## src/rtl/exer_io2_mailbox.sv

```systemverilog
`default_nettype none
// ============================================================================
// Module   : exer_io2_mailbox
// Brief    : Byte mailbox from the main CPU (IO2 write) to the background CPU.
// Revision : 1.0  initial release
// ============================================================================
module exer_io2_mailbox #(
   parameter int DEPTH     = 4,
   parameter int HOLD_LAST = 1
)(
   input  logic       clk_sys,
   input  logic       RESET_n,
   input  logic       a_wr_n,
   input  logic [7:0] a_din,
   input  logic       a_clr,
   output logic [7:0] a_stat,
   input  logic       b_rd_n,
   output logic [7:0] b_dout,
   input  logic       b_clr,
   output logic [7:0] b_stat,
   output logic       b_nempty
);

   localparam int         c_PTR_W = $clog2(DEPTH);
   localparam logic [3:0] c_DEPTH = 4'(DEPTH);

   logic [7:0]         r_mem [DEPTH];
   logic [c_PTR_W-1:0] r_wr_ptr;
   logic [c_PTR_W-1:0] r_rd_ptr;
   logic [3:0]         r_count;
   logic               r_ovf;
   logic               r_udf;
   logic               r_wr_q;
   logic               r_rd_q;
   logic               r_wr_arm;
   logic               r_rd_arm;
   logic [7:0]         r_dout;
   logic [7:0]         r_a_stat;
   logic [7:0]         r_b_stat;

   logic               w_push;
   logic               w_pop;
   logic               w_full;
   logic               w_empty;
   logic               w_do_push;
   logic               w_do_pop;
   logic               w_ovf_set;
   logic               w_udf_set;
   logic [3:0]         w_count_nxt;

   // A strobe only counts after it has been seen idle since reset, so an
   // access interrupted by reset cannot complete afterwards.
   assign w_push    = r_wr_arm & r_wr_q & ~a_wr_n;
   assign w_pop     = r_rd_arm & ~r_rd_q & b_rd_n;
   assign w_full    = (r_count == c_DEPTH);
   assign w_empty   = (r_count == 4'd0);
   assign w_do_pop  = w_pop & ~w_empty;
   assign w_do_push = w_push & (~w_full | w_pop);
   assign w_ovf_set = w_push & w_full & ~w_pop;
   assign w_udf_set = w_pop & w_empty;

   always_comb begin
      w_count_nxt = r_count;
      case ({w_do_push, w_do_pop})
         2'b10:   w_count_nxt = r_count + 4'd1;
         2'b01:   w_count_nxt = r_count - 4'd1;
         default: w_count_nxt = r_count;
      endcase
   end

   always_ff @(posedge clk_sys or negedge RESET_n) begin
      if (!RESET_n) begin
         r_wr_q   <= 1'b1;
         r_rd_q   <= 1'b1;
         r_wr_arm <= 1'b0;
         r_rd_arm <= 1'b0;
         r_wr_ptr <= '0;
         r_rd_ptr <= '0;
         r_count  <= 4'd0;
         r_ovf    <= 1'b0;
         r_udf    <= 1'b0;
      end else begin
         r_wr_q <= a_wr_n;
         r_rd_q <= b_rd_n;
         if (a_wr_n) r_wr_arm <= 1'b1;
         if (b_rd_n) r_rd_arm <= 1'b1;
         if (w_do_push) r_wr_ptr <= r_wr_ptr + 1'b1;
         if (w_do_pop)  r_rd_ptr <= r_rd_ptr + 1'b1;
         r_count <= w_count_nxt;
         if (w_ovf_set)  r_ovf <= 1'b1;
         else if (a_clr) r_ovf <= 1'b0;
         if (w_udf_set)  r_udf <= 1'b1;
         else if (b_clr) r_udf <= 1'b0;
      end
   end

   // Storage is deliberately left out of reset.
   always_ff @(posedge clk_sys) begin
      if (w_do_push) r_mem[r_wr_ptr] <= a_din;
   end

   always_ff @(posedge clk_sys or negedge RESET_n) begin
      if (!RESET_n) begin
         r_dout   <= 8'h00;
         r_a_stat <= 8'h20;
         r_b_stat <= 8'h20;
      end else begin
         if (!w_empty)            r_dout <= r_mem[r_rd_ptr];
         else if (HOLD_LAST == 0) r_dout <= 8'h00;
         r_a_stat <= {r_ovf, w_full, w_empty, 1'b0, r_count};
         r_b_stat <= {r_udf, w_full, w_empty, 1'b0, r_count};
      end
   end

   assign b_dout   = r_dout;
   assign a_stat   = r_a_stat;
   assign b_stat   = r_b_stat;
   assign b_nempty = (r_count != 4'd0);

endmodule
`default_nettype wire

```

## config.mk

```make
export PLATFORM = sky130hd
export DESIGN_NAME = exer_io2_mailbox
export DESIGN_NICKNAME = d
export VERILOG_FILES = /design/src/rtl/exer_io2_mailbox.sv
export SDC_FILE = /design/constraint.sdc
export NUM_CORES = 1
export LEC_CHECK = 0
export CAP_MARGIN = 20
export CORE_MARGIN = 1
export CORE_UTILIZATION = 56
export DETAILED_ROUTE_END_ITERATION = 16
export GPL_ROUTABILITY_DRIVEN = 0
export PLACE_DENSITY = 0.83
export SLEW_MARGIN = 20
export SYNTH_ARGS = -nofsm -noshare
export SYNTH_HDL_FRONTEND = slang
export SYNTH_SLANG_ARGS = --single-unit
```

## constraint.sdc

```tcl
create_clock -name clk_sys -period 6 [get_ports clk_sys]
set_clock_uncertainty 0.1 [all_clocks]
set_input_delay 0.6 -clock clk_sys [delete_from_list [all_inputs] [get_ports clk_sys]]
set_output_delay 0.6 -clock clk_sys [all_outputs]
set_load 0.01 [all_outputs]
```

==> impl_metrics.ini, run 1 <==
[status]
status = completed

[clocking]
clock_tree.buffer_depth = 2
cts_max_level = 3
cts_num_sinks = 62
numCtsBuffers = 9
cts_tree = yes
clkTransAtPathRegs_ps = 70
post_cts_resized = 0
cts_setup_buffers = 0
clk_latency_ps = 330
cts-root-buf = clkbuf_8
ctsHoldBuffers = 0

[logic_synthesis]
synth_xor_xnor_area_share = 0.0286
synthAdderAreaFrac = 0.0357
ys_seq_elements = 62
avgSynthCellArea_um2 = 15.8
synth.distinct_cells = 32
synth_ff_type = edfxtp_1
seq_area_frac_synth = 0.699
yosys_warnings = 0
synth_edf_count = 32
muxShareOfSynthArea = 0.0842
synth-async-reset-ratio = 0.484
synth_top_family_by_area = simple AND/OR/NAND/NOR gates
syn_inst = 155
synth-simple-area-share = 0.0862
synth-compound-area-share = 0.0250
synth_area_um2 = 2450

[sta]
rsz0062_at_grt = false
max_freq_ghz = 0.354
fin_tns_setup_ps = 0
slew_headroom = 0.587
timing.final.ws_setup_ps = 3170
fin_crit_sh = 0.471
setup_violations = 0
finalMaxSlewViolations = 0
period_needed_ps = 2830
worstMarginPinSlew_ps = 619
hold_violations = 0

[worst_hold_path]
whs_endpoint = a_stat[7]
min_from = r_ovf
whs_path_depth = 0
min_path_type = flop to flop

[cells_and_area]
drive_gt1_frac = 0.172
utilization = 0.734
antenna_cells = 0
final_common_cell = clkdlybuf4s50_1
fillCellCount = 263
fin_nets = 214
syn_to_final_growth_pct = 23.1
mostFrequentLayoutCells = clkdlybuf4s50_1 (36), edfxtp_1 (32), dfrtp_1 (27)

[floorplan]
initial_core_util = 0.596
die_w_um = 68.2
die_h_um = 68.2
pin_count = 39
rows = 23
fp.coreArea_um2 = 4120
die_area_um2 = 4650

[global_routing]
grt_pass1_wl_um = 6560
grt_remaining_overflow = 0
grt_pass1_vias = 1387
grt_start_max_net_pins = 31
antenna_found_initial = 0
grt_usage = 0.216

[placed_design]
hpwlAfterDp_um = 2730
dp_slack_ps = 2900
io_buffer_count = 36

[routing]
post_drt_wl_per_cell_um = 16.5
num_vias = 1322
ant_nets = 0
drt_first_pass_iters = 4
routed_wl_um = 4090
viasPerCell = 5.33
drt_iter0_drc = 130
remaining_drc_errors = 0

[critical_path]
r2r_cells = 11
path_max_fanout = 7
r2r_end = r_count[2]
r2r_slack_ps = 3180
r2r-start = r_count[1]
worstSetupEndpointType = flop
critPathKind = input port to flop
cp.required_ps = 6110
cp.arrival_ps = 2940
worstSetupStartpointType = input port

[power]
finalPower_uw = 1450
powerDensity_nw_per_um2 = 481
vdd_ir_drop_max_uv = 342
power_leakage_uw = 0.00118

[run]
cap_violations = 0
==> sequential cells by signal (all words and copies together), names as in the netlist <==
register	flops
a_stat	1
b_dout	8
b_stat	7
r_count	4
r_mem	32
r_ovf	1
r_rd_arm	1
r_rd_ptr	2
r_rd_q	1
r_udf	1
r_wr_arm	1
r_wr_ptr	2
r_wr_q	1
==> Yosys cell counts, types with 3 or more instances <==
library cell | number | area, um2
mux4_2 | 8 | 180
buf_4 | 8 | 60.1
dfrtp_1 | 27 | 676
ha_1 | 7 | 87.6
xnor2_1 | 3 | 26.3
edfxtp_1 | 32 | 961
dfstp_2 | 3 | 78.8
and2_1 | 4 | 25.0
nand2_1 | 26 | 97.6
inv_1 | 5 | 18.8
xor2_1 | 5 | 43.8
==> layer usage <==
layer / vias up / track usage / wire [um]
met5: - / 0 / 0
met4: 0 / 0.148 / 75
met3: 7 / 0.0600 / 212
met2: 48 / 0.344 / 2190
met1: 657 / 0.253 / 1610
li1: 610 / - / -
==> worst max path at each step <==
stage                           from         end  slack (ps)  cells past startpoint
after floorplan               b_rd_n  r_count[2]        3630                     10
after global placement        b_rd_n  r_count[2]        3030                     11
after detailed placement      b_rd_n  r_count[2]        2900                     11
after CTS                 r_count[1]  r_count[2]        3160                     11
after global routing      r_count[1]  r_count[2]        2920                     11
final                         b_rd_n  r_count[2]        3170                     11
==> critical path, stage by stage <==
cell and delay (ps):
clkdlybuf4s50_1 500, nand3b_1 210, a21oi_4 280, inv_1 100, ha_1 290, xor2_1 190
ha_1 190, a21oi_1 180, xor2_1 200, nor2_1 70, xor2_1 140
==> where the power goes <==
part	leakage [uW]	switching, uW	internal (uW)	total [uW]
Clock	0.0000982	152	233	385
Combinational	0.000440	174	244	418
Sequential	0.000644	94.1	554	649
==> stage by stage <==
step / hold WS, ps / instance area, um2 / instances
final: 280 / 3020 / 248
after global routing: 286 / 3020 / 248
after CTS: 282 / 3020 / 248
after detailed placement: 268 / 2810 / 232
after global placement: 258 / 2810 / 232
after floorplan: 204 / 2460 / 156
==> cell families (layout without fill, tap and decap cells) <==
group                      after synthesis  after routing
adders and majority gates                7              7
buffers and inverters                   17             59
and+or+nand+nor                         43             43
xor gates and xnor gates                 8              8
muxes                                   10             10
AOI/OAI and AO/OA                        7              7
other                                    1              2
DFF                                     62             62
==> final cells by class <==
type / instances / area [um2] / share of cell area
clock buffers: 12 / 135 / 0.0448
clock inverters: 4 / 71.3 / 0.0236
inverters: 6 / 22.5 / 0.00746
multi-input cells: 77 / 644 / 0.213
flip-flops and latches: 62 / 1720 / 0.568
well taps: 50 / 62.6 / 0.0207
repair buffers: 37 / 368 / 0.122
No activity file was read; power rests on OpenSTA's default activity.
==> run 2: changes to the inputs <==
--- a/config.mk
+++ b/config.mk
@@ -7,10 +7,10 @@
 export LEC_CHECK = 0
 export CAP_MARGIN = 20
 export CORE_MARGIN = 1
-export CORE_UTILIZATION = 56
+export CORE_UTILIZATION = 52
 export DETAILED_ROUTE_END_ITERATION = 16
 export GPL_ROUTABILITY_DRIVEN = 0
-export PLACE_DENSITY = 0.83
+export PLACE_DENSITY = 0.78
 export SLEW_MARGIN = 20
 export SYNTH_ARGS = -nofsm -noshare
 export SYNTH_HDL_FRONTEND = slang
==> constraint.sdc (replaced) <==
create_clock -name clk_sys -period 2.9 [get_ports clk_sys]
set_clock_uncertainty 0.1 [all_clocks]
set_input_delay 0.29 -clock clk_sys [delete_from_list [all_inputs] [get_ports clk_sys]]
set_output_delay 0.29 -clock clk_sys [all_outputs]
set_load 0.01 [all_outputs]
==> run 2 against run 1 <==
  * The flow now finishes with violations (design-rule violations)
  * Non-clock buffer count increased by 2
  * Register-to-register slack got worse by 2700 ps
  * Final cell count rose by 1.6%
  * Sequential cell count unchanged
  * Largest cell class unchanged
==> impl_metrics.ini, run 2 (synthesized netlist as in run 1, its figures left out) <==
[power]
power_leakage_uw = 0.00120
powerDensity_nw_per_um2 = 989
vdd_ir_drop_max_uv = 509
finalPower_uw = 3000

[cells_and_area]
fin_area_um2 = 3030
antenna_cells = 0
mostFrequentLayoutCells = clkdlybuf4s50_1 (36), edfxtp_1 (32), dfrtp_1 (27)
fin_cells = 252
regArea_um2 = 1720
syn_to_final_growth_pct = 23.7
final_common_cell = clkdlybuf4s50_1
drive_gt1_frac = 0.180
regMostFlops = r_mem
fillCellCount = 309
largest_reg_flops = 32
fin_nets = 216
multi_input_area_um2 = 644

[floorplan]
rows = 24
fp.coreArea_um2 = 4440
initial_core_util = 0.552
die_area_um2 = 4990
die_w_um = 70.7
pin_count = 39
die_h_um = 70.7

[routing]
drt_iter0_drc = 136
num_vias = 1320
routed_wl_um = 4030
ant_nets = 0
viasPerCell = 5.24
drt_first_pass_iters = 10
post_drt_wl_per_cell_um = 16.0
remaining_drc_errors = 8

[critical_path]
cp.arrival_ps = 2570
path_max_fanout = 10
critPathKind = flop to flop
cp.required_ps = 3000
worstSetupEndpointType = flop
r2r_slack_ps = 440
worstSetupStartpointType = flop

[sta]
fin_crit_sh = 0.850
max_freq_ghz = 0.406
fin_tns_setup_ps = 0
slew_headroom = 0.621
rsz0062_at_grt = false
hold_violations = 0
period_needed_ps = 2460
setup_violations = 0
worstMarginPinSlew_ps = 569
holdWs_ps = 257
finalMaxSlewViolations = 0

[clocking]
clk_latency_ps = 330
cts_num_sinks = 62
clkTransAtPathRegs_ps = 60
cts_max_level = 3
cts_setup_buffers = 0
ctsHoldBuffers = 0
clock_tree.buffer_depth = 2
cts-root-buf = clkbuf_8
post_cts_resized = 0
cts_tree = yes
numCtsBuffers = 9

[worst_hold_path]
min_path_type = input port to async pin

[placed_design]
io_buffer_count = 36
hpwlAfterDp_um = 2890
place_inst = 236
place_area_um2 = 2830

[global_routing]
antenna_found_initial = 0
grt_start_max_net_pins = 31
grt_pass1_vias = 1388
grt_usage = 0.186
grt_remaining_overflow = 0
grt_pass1_wl_um = 6690

[status]
status = finished, violations left
violations = design-rule violations

[run]
cap_violations = 0
run 2: final timing paths:
| check | startpoint | end | depth (start not counted) |
|---|---|---|---|
| min | RESET_n | b_stat[6] | 2 |
| max reg2reg | r_count[1] | r_count[2] | 11 |
| min in group clk_sys | r_ovf | a_stat[7] | 0 |
| min reg2reg | r_ovf | a_stat[7] | 0 |
| max in group asynchronous | RESET_n | b_stat[5] | 2 |
| max | r_count[1] | r_count[2] | 11 |
run 2: per-stage QoR:
step / setup slack, ps / util
detailed placement: 219 / 0.637
global route: 310 / 0.683
floorplan: 673 / -
finish: 435 / 0.683
global placement: 344 / 0.637
CTS: 437 / 0.683
run 2: final cells by class:
type | count | share of cell area
Clock buffer | 10 | 0.0421
Clock inverter | 6 | 0.0252
Inverter | 6 | 0.00742
Multi-Input combinational cell | 77 | 0.212
Sequential cell | 62 | 0.565
Tap cell | 52 | 0.0214
Timing Repair Buffer | 39 | 0.126
run 2: routing by layer:
layer,share of wire,vias to the layer above,wire length [um],track usage
met2,0.49,49,1970,0.292
met1,0.44,651,1780,0.234
met5,0,-,0,0
met3,0.051,11,205,0.0698
li1,-,609,-,-
met4,0.019,0,78,0.0800
run 2: critical path, cell delays in order (launching register included):
cell      delay, ps
dfrtp_1         460
nor3_2          230
nand2b_1        110
inv_2           170
nor2_2           90
ha_1            270
xor2_1          190
ha_1            180
a21oi_1         140
xor2_1          180
nor2_1           70
xor2_1          150
run 2: report_power, final:
part / switching [uW] / total (uW) / leakage, uW / internal, uW
logic: 367 / 883 / 0.000449 / 516
registers: 191 / 1340 / 0.000644 / 1150
clock network: 306 / 780 / 0.000103 / 474
total: 864 / 3000 / 0.00120 / 2140
==> run 3: changes to the inputs <==
==> constraint.sdc (replaced) <==
create_clock -name clk_sys -period 2.5 [get_ports clk_sys]
set_clock_uncertainty 0.1 [all_clocks]
set_input_delay 0.25 -clock clk_sys [delete_from_list [all_inputs] [get_ports clk_sys]]
set_output_delay 0.25 -clock clk_sys [all_outputs]
set_load 0.01 [all_outputs]
==> run 3 against run 2 <==
  * The flow still finishes with violations (design-rule violations)
  * Total power up 9.7%
  * Worst hold slack got worse by 53 ps
  * Wire length decreased by 8.7%
  * Non-clock buffer count is 4 higher
  * Largest cell class unchanged
  * Combinational power is 14% higher
==> impl_metrics.ini, run 3 (synthesized netlist as in run 1, its figures left out) <==
[critical_path]
cpMaxStageDelayCell = dfrtp_1
cp.required_ps = 2610
worstSetupStartpointType = flop
critPathMaxStageDelay_ps = 460
critPathKind = flop to flop
path_cells = nor3_2 > nand2b_1 > inv_2 > nor2_2 > ha_1 > xor2_1 > ha_1 > a21oi_1 > xor2_1 > nor2_1 > xor2_1
worstSetupEndpointType = flop
cp.arrival_ps = 2430
crit_path_frequent_cell = xor2_1
path_max_fanout = 10

[power]
swShare = 0.297
pwr-share-clk = 0.223
finalPower_uw = 3290
comb_power_share = 0.307
vdd_ir_drop_max_uv = 538
switchingPower_uw = 977
powerDensity_nw_per_um2 = 1090
power_leakage_uw = 0.00119
internal_power_uw = 2310
p_seq_frac = 0.469

[cells_and_area]
final_common_cell = clkdlybuf4s50_1
largest_reg_flops = 32
syn_to_final_growth_pct = 23.5
antenna_cells = 0
fin_nets = 220
mostFrequentLayoutCells = clkdlybuf4s50_1 (36), edfxtp_1 (32), dfrtp_1 (27)
drive_gt1_frac = 0.201
regMostFlops = r_mem

[global_routing]
grt_start_max_net_pins = 31
grt_pass1_wl_um = 6070
antenna_found_initial = 0
grt_pass1_vias = 1332
grt_usage = 0.169
grt_remaining_overflow = 0

[clocking]
cts_max_level = 3
clock_tree.buffer_depth = 2
clk_latency_ps = 330
ctsHoldBuffers = 0
cts_num_sinks = 62
cts-root-buf = clkbuf_8
cts_setup_buffers = 0
post_cts_resized = 0
clkTransAtPathRegs_ps = 70
numCtsBuffers = 9
cts_tree = yes

[status]
violations = design-rule violations
status = finished, violations left

[floorplan]
initial_core_util = 0.552
die_area_um2 = 4990
fp.coreArea_um2 = 4440
rows = 24
pin_count = 39
die_w_um = 70.7
die_h_um = 70.7

[routing]
num_vias = 1290
ant_nets = 0
remaining_drc_errors = 11
routed_wl_um = 3680
viasPerCell = 5.04
drt_iter0_drc = 121
drt_first_pass_iters = 9
post_drt_wl_per_cell_um = 14.4

[sta]
hold_violations = 0
finalMaxSlewViolations = 0
period_needed_ps = 2320
fin_crit_sh = 0.927
rsz0062_at_grt = false
max_freq_ghz = 0.431
worstMarginPinSlew_ps = 571
setup_violations = 0
slew_headroom = 0.619
fin_tns_setup_ps = 0

[placed_design]
io_buffer_count = 36
hpwlAfterDp_um = 2630

[worst_hold_path]
min_path_type = input port to async pin

[run]
cap_violations = 0
-- run 3: cell count changes in the layout (fill, tap and decap cells not counted) --
cell / change
buf_4: +4
bufinv_16: -2
clkbuf_1: +1
clkbuf_8: +1
clkinv_1: -2
clkinvlp_4: +2
-- run 3: final timing paths --
| path | startpoint | to | slack [ps] | cells past startpoint |
|---|---|---|---|---|
| max | r_count[1] | r_count[2] | 180 | 11 |
| min | RESET_n | r_wr_ptr[1] | 200 | 2 |
| max reg2reg | r_count[1] | r_count[2] | 180 | 11 |
| min reg2reg | r_ovf | a_stat[7] | 280 | 0 |
| max in group asynchronous | RESET_n | r_rd_q | 1780 | 2 |
| min in group clk_sys | r_ovf | a_stat[7] | 280 | 0 |
-- run 3: routing by layer --
metal	GRT usage	vias to the layer above	wire, um
met5	0	-	0
li1	-	620	-
met2	0.276	32	1870
met4	0.113	0	84
met3	0.0399	10	144
met1	0.203	628	1580
-- run 3: metrics by stage --
stage	hold WS, ps	instance area (um2)	worst slack [ps]	cells	utilization
floorplan	-146	2460	273	156	-
global placement	266	2860	123	240	0.644
detailed placement	267	2860	35.8	240	0.644
CTS	203	3030	164	256	0.682
global route	236	3030	20.9	256	0.682
finish	203	3030	181	256	0.682
-- run 3: area by class of cell --
type	count	area (um2)
Timing Repair Buffer	43	413
Clock buffer	12	145
Sequential cell	62	1720
Fill cell	307	1420
Clock inverter	4	23.8
Tap cell	52	65.1
Multi-Input combinational cell	77	644
Inverter	6	22.5
-- run 3: worst max-delay path: cells and delay by family (launching register included) --
kind,cells,cell delay [ps]
xor+xnor,3,470
flops,1,460
simple gates,4,460
fa+ha+maj,2,380
buf+inv,1,170
compound gates,1,150
-- run 3: power groups by stage --
stage / logic, uW / clock network (uW) / registers [uW]
after floorplan: 631 / 0 / 1530
after global placement: 996 / 0 / 1550
after detailed placement: 1020 / 0 / 1580
after CTS: 1030 / 751 / 1550
after global routing: 1100 / 789 / 1590
final: 1010 / 735 / 1540
